**src/rtl/outlayer_seq_if.sv**
```systemverilog
// Bus between the output-layer sequencer and the shared neuron/weight ROM.
// The master issues rows and activations; the slave returns one score per row.
interface outlayer_seq_if #(
    parameter int W = 8
);
    logic [W-1:0] neu_in1;
    logic [W-1:0] neu_in2;
    logic [W-1:0] neu_in3;
    logic [W-1:0] neu_in4;
    logic [4:0]   rom_addr;
    logic         rom_en;
    logic [W-1:0] score;

    modport master (
        output neu_in1, neu_in2, neu_in3, neu_in4, rom_addr, rom_en,
        input  score
    );

    modport slave (
        input  neu_in1, neu_in2, neu_in3, neu_in4, rom_addr, rom_en,
        output score
    );
endinterface

```
**src/rtl/outlayer_seq.sv**
```systemverilog
// Time-multiplexed Morse output layer: walks all class rows through one shared
// neuron and keeps a running unsigned max/argmax (ties keep the lower index).
module outlayer_seq #(
    parameter int NUM_CLASSES = 26,
    parameter int BASE_ADDR   = 4,
    parameter int LAT         = 1,
    parameter int W           = 8
) (
    input  logic           clk,
    input  logic           rst,
    input  logic           start,
    input  logic [W-1:0]   in1,
    input  logic [W-1:0]   in2,
    input  logic [W-1:0]   in3,
    input  logic [W-1:0]   in4,
    outlayer_seq_if.master nbus,
    output logic           busy,
    output logic           done,
    output logic [4:0]     out,
    output logic [W-1:0]   maxval
);
    typedef enum logic [1:0] {
        S_IDLE  = 2'd0,
        S_ISSUE = 2'd1,
        S_DRAIN = 2'd2,
        S_DONE  = 2'd3
    } state_t;

    localparam logic [4:0] N_CLS = 5'(NUM_CLASSES);
    localparam logic [4:0] BASE  = 5'(BASE_ADDR);

    state_t         r_state, w_state_n;
    logic [4:0]     r_issue_cnt, w_issue_cnt_n;
    logic [4:0]     r_rcv_cnt, w_rcv_cnt_n;
    logic [LAT-1:0] r_vpipe, w_vpipe_n;
    logic [W-1:0]   r_run_max, w_run_max_n;
    logic [4:0]     r_run_idx, w_run_idx_n;
    logic [W-1:0]   r_neu1, r_neu2, r_neu3, r_neu4;
    logic [W-1:0]   w_neu1_n, w_neu2_n, w_neu3_n, w_neu4_n;
    logic [4:0]     r_rom_addr, w_rom_addr_n;
    logic           r_rom_en, w_rom_en_n;
    logic           r_busy, w_busy_n;
    logic           r_done, w_done_n;
    logic [4:0]     r_out, w_out_n;
    logic [W-1:0]   r_maxval, w_maxval_n;

    // State register
    always_ff @(posedge clk) begin
        if (rst) begin
            r_state <= S_IDLE;
        end else begin
            r_state <= w_state_n;
        end
    end

    // Datapath and output registers
    always_ff @(posedge clk) begin
        if (rst) begin
            r_issue_cnt <= 5'd0;
            r_rcv_cnt   <= 5'd0;
            r_vpipe     <= '0;
            r_run_max   <= '0;
            r_run_idx   <= 5'd0;
            r_neu1      <= '0;
            r_neu2      <= '0;
            r_neu3      <= '0;
            r_neu4      <= '0;
            r_rom_addr  <= 5'd0;
            r_rom_en    <= 1'b0;
            r_busy      <= 1'b0;
            r_done      <= 1'b0;
            r_out       <= 5'd0;
            r_maxval    <= '0;
        end else begin
            r_issue_cnt <= w_issue_cnt_n;
            r_rcv_cnt   <= w_rcv_cnt_n;
            r_vpipe     <= w_vpipe_n;
            r_run_max   <= w_run_max_n;
            r_run_idx   <= w_run_idx_n;
            r_neu1      <= w_neu1_n;
            r_neu2      <= w_neu2_n;
            r_neu3      <= w_neu3_n;
            r_neu4      <= w_neu4_n;
            r_rom_addr  <= w_rom_addr_n;
            r_rom_en    <= w_rom_en_n;
            r_busy      <= w_busy_n;
            r_done      <= w_done_n;
            r_out       <= w_out_n;
            r_maxval    <= w_maxval_n;
        end
    end

    // Next-state, score capture and issue sequencing
    always_comb begin
        w_state_n     = r_state;
        w_issue_cnt_n = r_issue_cnt;
        w_rcv_cnt_n   = r_rcv_cnt;
        w_run_max_n   = r_run_max;
        w_run_idx_n   = r_run_idx;
        w_neu1_n      = r_neu1;
        w_neu2_n      = r_neu2;
        w_neu3_n      = r_neu3;
        w_neu4_n      = r_neu4;
        w_rom_addr_n  = r_rom_addr;
        w_rom_en_n    = r_rom_en;
        w_busy_n      = r_busy;
        w_done_n      = 1'b0;
        w_out_n       = r_out;
        w_maxval_n    = r_maxval;

        // rom_en delayed by LAT marks which cycles carry a valid score
        w_vpipe_n    = '0;
        w_vpipe_n[0] = r_rom_en;
        for (int i = 1; i < LAT; i++) begin
            w_vpipe_n[i] = r_vpipe[i-1];
        end

        if (r_vpipe[LAT-1]) begin
            w_rcv_cnt_n = r_rcv_cnt + 5'd1;
            if (nbus.score > r_run_max) begin
                w_run_max_n = nbus.score;
                w_run_idx_n = r_rcv_cnt;
            end else begin
                w_run_max_n = r_run_max;
            end
        end else begin
            w_rcv_cnt_n = r_rcv_cnt;
        end

        case (r_state)
            S_IDLE: begin
                if (start) begin
                    w_state_n     = S_ISSUE;
                    w_neu1_n      = in1;
                    w_neu2_n      = in2;
                    w_neu3_n      = in3;
                    w_neu4_n      = in4;
                    w_run_max_n   = '0;
                    w_run_idx_n   = 5'd0;
                    w_rcv_cnt_n   = 5'd0;
                    w_rom_addr_n  = BASE;
                    w_rom_en_n    = 1'b1;
                    w_issue_cnt_n = 5'd1;
                    w_busy_n      = 1'b1;
                end else begin
                    w_state_n = S_IDLE;
                end
            end
            S_ISSUE: begin
                if (r_issue_cnt == N_CLS) begin
                    w_state_n  = S_DRAIN;
                    w_rom_en_n = 1'b0;
                end else begin
                    w_rom_addr_n  = BASE + r_issue_cnt;
                    w_rom_en_n    = 1'b1;
                    w_issue_cnt_n = r_issue_cnt + 5'd1;
                end
            end
            S_DRAIN: begin
                if (r_rcv_cnt == N_CLS) begin
                    w_state_n  = S_DONE;
                    w_out_n    = r_run_idx;
                    w_maxval_n = r_run_max;
                    w_done_n   = 1'b1;
                    w_busy_n   = 1'b0;
                end else begin
                    w_state_n = S_DRAIN;
                end
            end
            S_DONE: begin
                w_state_n = S_IDLE;
            end
            default: begin
                w_state_n = S_IDLE;
            end
        endcase
    end

    assign nbus.neu_in1  = r_neu1;
    assign nbus.neu_in2  = r_neu2;
    assign nbus.neu_in3  = r_neu3;
    assign nbus.neu_in4  = r_neu4;
    assign nbus.rom_addr = r_rom_addr;
    assign nbus.rom_en   = r_rom_en;
    assign busy          = r_busy;
    assign done          = r_done;
    assign out           = r_out;
    assign maxval        = r_maxval;
endmodule

```
**src/flat_wrapper.sv**
```systemverilog
// flat-port wrapper written by rule: the top's interface ports become plain ports
module outlayer_seq_flat 
#(
    parameter int NUM_CLASSES = 26,
    parameter int BASE_ADDR   = 4,
    parameter int LAT         = 1,
    parameter int W           = 8
)
  (clk, rst, start, in1, in2, in3, in4, busy, done, out, maxval, nbus_neu_in1, nbus_neu_in2, nbus_neu_in3, nbus_neu_in4, nbus_rom_addr, nbus_rom_en, nbus_score);
  outlayer_seq_if #(.W(W)) nbus_i ();
  input  logic clk;
  input  logic rst;
  input  logic start;
  input  logic [W-1:0] in1;
  input  logic [W-1:0] in2;
  input  logic [W-1:0] in3;
  input  logic [W-1:0] in4;
  output logic busy;
  output logic done;
  output logic [4:0] out;
  output logic [W-1:0] maxval;
  output wire logic [$bits(nbus_i.neu_in1)-1:0] nbus_neu_in1;
  output wire logic [$bits(nbus_i.neu_in2)-1:0] nbus_neu_in2;
  output wire logic [$bits(nbus_i.neu_in3)-1:0] nbus_neu_in3;
  output wire logic [$bits(nbus_i.neu_in4)-1:0] nbus_neu_in4;
  output wire logic [$bits(nbus_i.rom_addr)-1:0] nbus_rom_addr;
  output wire logic [$bits(nbus_i.rom_en)-1:0] nbus_rom_en;
  input wire logic [$bits(nbus_i.score)-1:0] nbus_score;
  assign nbus_neu_in1 = nbus_i.neu_in1;
  assign nbus_neu_in2 = nbus_i.neu_in2;
  assign nbus_neu_in3 = nbus_i.neu_in3;
  assign nbus_neu_in4 = nbus_i.neu_in4;
  assign nbus_rom_addr = nbus_i.rom_addr;
  assign nbus_rom_en = nbus_i.rom_en;
  assign nbus_i.score = nbus_score;
  outlayer_seq #(.NUM_CLASSES(NUM_CLASSES), .BASE_ADDR(BASE_ADDR), .LAT(LAT), .W(W)) u_core (.clk(clk), .rst(rst), .start(start), .in1(in1), .in2(in2), .in3(in3), .in4(in4), .nbus(nbus_i), .busy(busy), .done(done), .out(out), .maxval(maxval));
endmodule
```
**config.mk**
```make
export PLATFORM = sky130hd
export DESIGN_NAME = outlayer_seq_flat
export DESIGN_NICKNAME = d
export VERILOG_FILES = /design/src/rtl/outlayer_seq_if.sv /design/src/rtl/outlayer_seq.sv /design/src/flat_wrapper.sv
export SDC_FILE = /design/constraint.sdc
export NUM_CORES = 1
export LEC_CHECK = 0
export CAP_MARGIN = 20
export CORE_ASPECT_RATIO = 1.75
export CORE_MARGIN = 3
export CORE_UTILIZATION = 34
export CTS_CLUSTER_SIZE = 28
export DETAILED_ROUTE_END_ITERATION = 8
export SKIP_CTS_REPAIR_TIMING = 1
export SLEW_MARGIN = 10
export SYNTH_ARGS = -nofsm -noshare
export SYNTH_HDL_FRONTEND = slang
export SYNTH_SLANG_ARGS = --single-unit
```
**constraint.sdc**
```tcl
create_clock -name clk -period 1.7 [get_ports clk]
set_clock_uncertainty 0.2 [all_clocks]
set_input_delay 0.255 -clock clk [delete_from_list [all_inputs] [get_ports clk]]
set_output_delay 0.255 -clock clk [all_outputs]
set_load 0.01 [all_outputs]
```
==> flow_summary.rst <==
.. list-table::
   :header-rows: 1

   * - Metric
     - Value
   * - Run status
     - complete, but fails checks
   * - Failing checks
     - negative setup slack
   * - Max_slew headroom
     - 0.7893
   * - Post-synthesis net count
     - 449
   * - Unrepaired setup endpoints after global routing
     - true
   * - Net switching power
     - 0.001772 W
   * - Total Routing Usage GR
     - 0.1729
   * - Worst-path fanout max
     - 7
   * - Path category of the worst min-delay check
     - input pin to flip-flop
   * - Post-placement cell area
     - 4765 um^2
   * - Power per cell area
     - 1122 nW/um^2
   * - Worst R2R Path Depth
     - 10
   * - Critical path's largest stage delay
     - 0.49 ns
   * - Share of the synthesized area in the top cell type
     - 0.4826
   * - Detailed-route wire length
     - 9794 um
   * - Highest achievable clock rate
     - 489.7 MHz
   * - Diodes inserted
     - 0
   * - End-of-flow core utilization
     - 0.6033
   * - Period utilisation layout
     - 1.201
   * - Dominant synthesized flop cell
     - sky130_fd_sc_hd__dfxtp_1
   * - Die width
     - 80.21 um
   * - Met3 wire length
     - 486 um
   * - Clock group share of total power
     - 0.360
   * - Clock-pin slew reported for the worst setup and hold paths after clock tree synthesis
     - 0.06 ns
   * - Setup ws final
     - -0.3422 ns
   * - Post-Synthesis Mean Instance Area
     - 8.424 um^2
   * - Endpoint kind of the worst setup timing path
     - flip-flop
   * - Total I/O pin count
     - 96
   * - Post-synthesis instance total
     - 389
   * - Die footprint
     - 10900 um^2
   * - Largest net degree at the start of global routing
     - 34
   * - Number of warnings issued by yosys
     - 0
   * - Highest routed metal layer
     - met4
   * - HPWL after detailed placement
     - 6869 um
   * - Antenna violations before repair
     - 0
   * - Critical path class
     - input pin to flip-flop
   * - Worst setup path end
     - u_core.r_run_max[2]
   * - Area growth from synthesis to layout
     - 69.53%
   * - Final Hold Fails
     - 0
   * - Leakage power figure
     - 2.741 nW
   * - Fraction of registers with async set or reset after synthesis
     - 0
   * - WL met2
     - 5575 um
   * - Routed via count
     - 3139
   * - Std-Cell Rows
     - 46
   * - Remaining antenna violation count after routing
     - 0
   * - Endpoint required time on the critical path
     - 1.76 ns
   * - Via/cell ratio
     - 4.778
   * - Combinational cell fraction of total power
     - 0.298
   * - Clock root cell
     - sky130_fd_sc_hd__clkbuf_16
   * - Worst slack at placement
     - -0.7777 ns
   * - Reg-to-reg critical path endpoint
     - u_core.r_run_idx[3]
   * - Worst hold slack across all endpoints
     - 0.05812 ns
   * - Worst-skew pair later-pin latency
     - 0.33 ns
   * - Overall overflow remaining after global route
     - 0
   * - Cell breakdown of the critical path
     - clkdlybuf4s50_1, ha_4, nand2_1, o31a_1, buf_4, o31ai_4, buf_6, o21ai_1, a21oi_1
   * - Detailed-routing wirelength on met1
     - 3560 um
   * - Worst r2r src
     - u_core.r_run_max[7]
   * - Clock Sink Count
     - 79
   * - Max-cap violation count
     - 0
   * - Start point of the critical path
     - nbus_score[3]
   * - Final worst path period need
     - 2.042 ns
   * - Gpl congestion
     - 0.8429
   * - Int Power
     - 0.004463 W
   * - Port-buffer cells
     - 95
   * - Flop-to-flop setup slack
     - -0.33 ns
   * - Largest area contributor in the netlist
     - sky130_fd_sc_hd__dfxtp_1
   * - Cts bufs inserted
     - 9
   * - Clock tree from TritonCTS
     - yes
   * - Max-slew violation count
     - 0
   * - Top cells by area, synth
     - sky130_fd_sc_hd__dfxtp_1, sky130_fd_sc_hd__a21oi_1, sky130_fd_sc_hd__nand2_1
   * - FF+latch count, synth
     - 79
   * - Critical path's top delay family
     - buffers and inverters
   * - H-Tree Depth
     - 3
   * - Net Sw Frac
     - 0.2842
   * - Buffers and inverters on the worst path
     - 3
   * - DRT iter0 DRCs
     - 86
   * - Core area
     - 9209 um^2
   * - Post-synth EDFFs
     - 0
   * - Initial Utilization
     - 0.3558
   * - Design area
     - 5555 um^2
   * - Post-Synthesis Cell Area
     - 3277 um^2
   * - Share of final-layout standard cells stronger than drive strength 1
     - 0.2644
   * - First-pass GRT wire length
     - 14550 um
   * - Number of global-route vias before repair
     - 3070
   * - Number of buffers between clock root and the deepest sink
     - 2
   * - 1st-pass router iterations
     - 4
   * - Sequential Power Share
     - 0.342
   * - Max rail drop VDD
     - 0.7691 mV
   * - Path length in cells of the critical path
     - 9
   * - Worst path arrival time
     - 2.10 ns
   * - Number of distinct library cell variants in the gate-level netlist after synthesis
     - 40
   * - Actual transition at the worst max-transition pin
     - 0.3154 ns
   * - Power consumption
     - 0.006236 W
   * - Final routed wire length divided by cell count
     - 14.91 um
   * - Crit path max-delay cell type
     - sky130_fd_sc_hd__clkdlybuf4s50_1
   * - Type of origin of the critical path
     - input pin
   * - Final Setup Violations
     - 15
   * - DRC violation count after routing
     - 0
   * - Post-synthesis sequential area ratio
     - 0.4826
   * - Die Y
     - 135.9 um
   * - Net count reported at finish
     - 592
## registers in the layout, summed over array words and instances (netlist names)
register and flops:
u_core.nbus.rom_addr 5, u_core.r_vpipe 1, u_core.busy 1, u_core.nbus.neu_in1 8
u_core.maxval 8, u_core.r_run_max 8, u_core.r_issue_cnt 5, u_core.nbus.neu_in3 8
u_core.out 5, u_core.nbus.neu_in2 8, u_core.r_rcv_cnt 5, u_core.done 1
u_core.r_state 2, u_core.r_run_idx 5, u_core.nbus.neu_in4 8, u_core.nbus.rom_en 1
## cell type report
cell class	instances	area [um^2]
Clock buffer	10	239.0
Clock inverter	6	115.1
Fill cell	836	3654
Inverter	14	57.56
Multi-Input combinational cell	271	1769
Sequential cell	79	1597
Tap cell	120	150.1
Timing Repair Buffer	157	1628
## power by group through the flow
stage | combinational, W | sequential [W] | clock, W
5_1_grt | 0.00203 | 0.00215 | 0.00239
4_1_cts | 0.00164 | 0.00212 | 0.00231
6_report | 0.00186 | 0.00213 | 0.00225
3_3_place_gp | 0.00161 | 0.00215 | 0
2_1_floorplan | 0.000748 | 0.00222 | 0
3_5_place_dp | 0.00163 | 0.00216 | 0
## worst min-delay path by stage
stage	start	end	slack [ns]	cells past startpoint
final	rst	u_core.nbus.rom_addr[0]	0.06	2
after global routing	rst	u_core.nbus.rom_addr[1]	0.08	2
after floorplan	in1[0]	u_core.nbus.neu_in1[0]	0.19	2
after detailed placement	u_core.nbus.neu_in2[0]	u_core.nbus.neu_in2[0]	0.25	2
after global placement	u_core.nbus.neu_in3[7]	u_core.nbus.neu_in3[7]	0.24	2
after CTS	rst	u_core.nbus.rom_addr[1]	0.05	2
## through the flow
stage,setup TNS (ns),cells
floorplan,-0.2709,389
CTS,-5.775,643
detailed placement,-11.21,627
global placement,-10.77,627
finish,-4.059,657
global route,-5.498,657
## routing by layer
layer	vias up	track usage
met5	-	0
met4	0	0.06767
met3	14	0.04973
met2	76	0.3270
met1	1459	0.1721
li1	1590	-
## cell usage in the layout, fill, tap and decap left out, types with 4 or more instances in the layout
master and n:
sky130_fd_sc_hd__a21oi_2 8, sky130_fd_sc_hd__dlymetal6s2s_1 39, sky130_fd_sc_hd__dfxtp_1 69, sky130_fd_sc_hd__nand3_2 11, sky130_fd_sc_hd__clkdlybuf4s50_1 55, sky130_fd_sc_hd__buf_6 9, sky130_fd_sc_hd__a21oi_1 55, sky130_fd_sc_hd__nor2_1 33
sky130_fd_sc_hd__o21ai_0 9, sky130_fd_sc_hd__nand3_1 7, sky130_fd_sc_hd__ha_1 7, sky130_fd_sc_hd__dfxtp_2 9, sky130_fd_sc_hd__xor2_1 4, sky130_fd_sc_hd__clkbuf_16 11, sky130_fd_sc_hd__nand2_1 71, sky130_fd_sc_hd__buf_12 4
sky130_fd_sc_hd__nand4_1 4, sky130_fd_sc_hd__buf_4 47, sky130_fd_sc_hd__o21ai_1 10, sky130_fd_sc_hd__mux2i_1 5, sky130_fd_sc_hd__inv_1 7, sky130_fd_sc_hd__inv_2 5, sky130_fd_sc_hd__ha_4 7
## synthesized netlist by cell type (6+ instances only)
library cell / number
sky130_fd_sc_hd__mux2i_1: 6
sky130_fd_sc_hd__a21oi_1: 63
sky130_fd_sc_hd__buf_2: 9
sky130_fd_sc_hd__o21ai_0: 11
sky130_fd_sc_hd__nand2_1: 72
sky130_fd_sc_hd__inv_1: 14
sky130_fd_sc_hd__dfxtp_1: 79
sky130_fd_sc_hd__o21ai_1: 10
sky130_fd_sc_hd__clkbuf_1: 13
sky130_fd_sc_hd__ha_1: 17
sky130_fd_sc_hd__nand3_1: 18
sky130_fd_sc_hd__nor2_1: 33
## kinds of logic after synthesis
kind of cell,synth area share
flip-flops,0.4826
multiplexers,0.02520
AO/OA/AOI/OAI,0.1550
buffers and inverters,0.05307
XOR/XNOR,0.02138
AND/OR/NAND/NOR,0.1978
adder cells (fa/ha/maj),0.06491
Note: power is estimated with default switching activity, not from simulation.
==> variant, RTL diff (config.mk and constraints unchanged) <==
`W` is set to 8 in 3 places; all go to 12.
--- a/src/rtl/outlayer_seq_if.sv
+++ b/src/rtl/outlayer_seq_if.sv
@@ -3,3 +3,3 @@
 interface outlayer_seq_if #(
-    parameter int W = 8
+    parameter int W = 12
 );
--- a/src/rtl/outlayer_seq.sv
+++ b/src/rtl/outlayer_seq.sv
@@ -6,3 +6,3 @@
     parameter int LAT         = 1,
-    parameter int W           = 8
+    parameter int W           = 12
 ) (
--- a/src/flat_wrapper.sv
+++ b/src/flat_wrapper.sv
@@ -6,3 +6,3 @@
     parameter int LAT         = 1,
-    parameter int W           = 8
+    parameter int W           = 12
 )
Ports: changed (10 resized); port bits go from 96 to 136. No check against the original RTL was run, so the function may have changed too.
==> variant against the original RTL <==
The run still ends with negative setup slack left; wire length is 38% higher; die area is 33% higher; maximum frequency is 1.2% higher; critical path depth is 1 lower; total power is 17% higher; cell area is 31% higher; count of clock-buffer cells in the layout is 1 higher; sequential cell count is 24 higher; synthesized cell count is 38% higher; worst setup slack better by 24 ps; synthesized area is 35% higher; critical path type is now reg2reg; highest routed layer unchanged.
==> variant: results (changes against the original RTL) <==
outcome=finished with violations; failing checks=negative setup slack; largest cells by area after synthesis=dfxtp_1, nand2_1, a21oi_1; max layer used=met4; Setup WS pre-CTS=-752 ps (+25.8 ps); GR Util All Layers=17.6% (+0.29 points); Slew HR=74.0% (-4.9 points); hold-critical path depth=3 (+1); vias in the first global route=4292 (+40%); largest net degree at the start of global routing=80 (+140%); clk cell area share=3.86% (-2.5 points); M3 GR Usage=3.70% (-1.3 points); GPL Wtd Cong=0.847 (+0.45%); sequential power share=38.5% (+4.3 points); Net Count, Synth=622 (+39%); clk_buf instances=11 (+1); Multi-In Gates=375 (+38%); Final nets=807 (+36%); Inverters=25 (+11); DR vias=4387 (+40%); DP HPWL=9750 µm (+42%); clock network power share=27.2% (-8.8 points); Seq/Total Area, Yosys=46.6% (-1.6 points); FFs & Latches=103 (+30%); CP delay by family, top=simple AND/OR/NAND/NOR gates; Non-clk bufs=209 (+33%); Synth top cells by count=nand2_1, dfxtp_1, a21oi_1; clock insertion delay at the later pin of the skew report=between 300 and 400 ps; leak pwr=0.00356 µW (+30%); Netlist cell types=39 (-2.5%); Slowest cell on crit path=dfxtp_1; met1 Track Usage GR=17.2% (+0.031 points); met2 routed WL=7480 µm (+34%); worst min path class=in2reg; # fillers=1144 (+37%); Crit Path Max Fanout=8 (+1); Switching Power=2220 µW (+25%); IR drop worst, VDD=531 µV (-31%); crit path DAT=2080 ps (-20 ps); r2r worst-path depth=8 (-2); global-route wire length before repair=20300 µm (+40%); drt total wl=13500 µm (+38%); share of cells above drive strength 1=23.1% (-3.3 points); final setup vio count=23 (+8); post-route setup TNS=-5340 ps (-1280 ps); DR pass1 iterations=4 (unchanged); Yosys top cell by area=dfxtp_1; multi-input logic area=0.00244 mm² (+38%); PD cells=1000 mW/mm² (-11%); Metal-1 WL=4970 µm (+40%); ys async rst share=0% (unchanged); Final WS setup=-318 ps (+24.2 ps); WL met3=625 µm (+29%); Starting DRT DRC Count=112 (+30%); critical path's largest stage delay=360 ps (-130 ps); # port buffers=135 (+42%); Hold Slack=137 ps (+79.3 ps); buffering overhead=29.7% (+0.44 points); FF/Latch Area=0.00207 mm² (+30%); M2 GR Usage=34.5% (+1.8 points)
variant: cells by family (layout without fill, tap and decap cells):
family,after synthesis,in the layout,synth area share [%]
and+or+nand+nor,213,213,20.8
buffers and inverters,60,249,5.88
AOI/OAI and AO/OA,130,130,18.5
DFF,103,103,46.6
adders and majority gates,21,21,5.94
muxes,2,2,0.453
xor gates and xnor gates,9,9,1.78
variant: per-stage QoR:
stage | instances | instance area [µm²] | util (%)
after floorplan | 538 | 4480 | -
after global placement | 873 | 6430 | 51.2
after detailed placement | 873 | 6430 | 51.2
after CTS | 888 | 6710 | 53.4
after global routing | 895 | 7260 | 57.8
final | 895 | 7260 | 57.8
variant: path summary, 6_finish.rpt:
check / from / endpoint
max: u_core.r_run_max[4] / u_core.r_run_idx[0]
min: nbus_score[5] / u_core.r_run_max[5]
max reg2reg: u_core.r_run_max[4] / u_core.r_run_idx[0]
min reg2reg: u_core.nbus.neu_in3[10] / u_core.nbus.neu_in3[10]
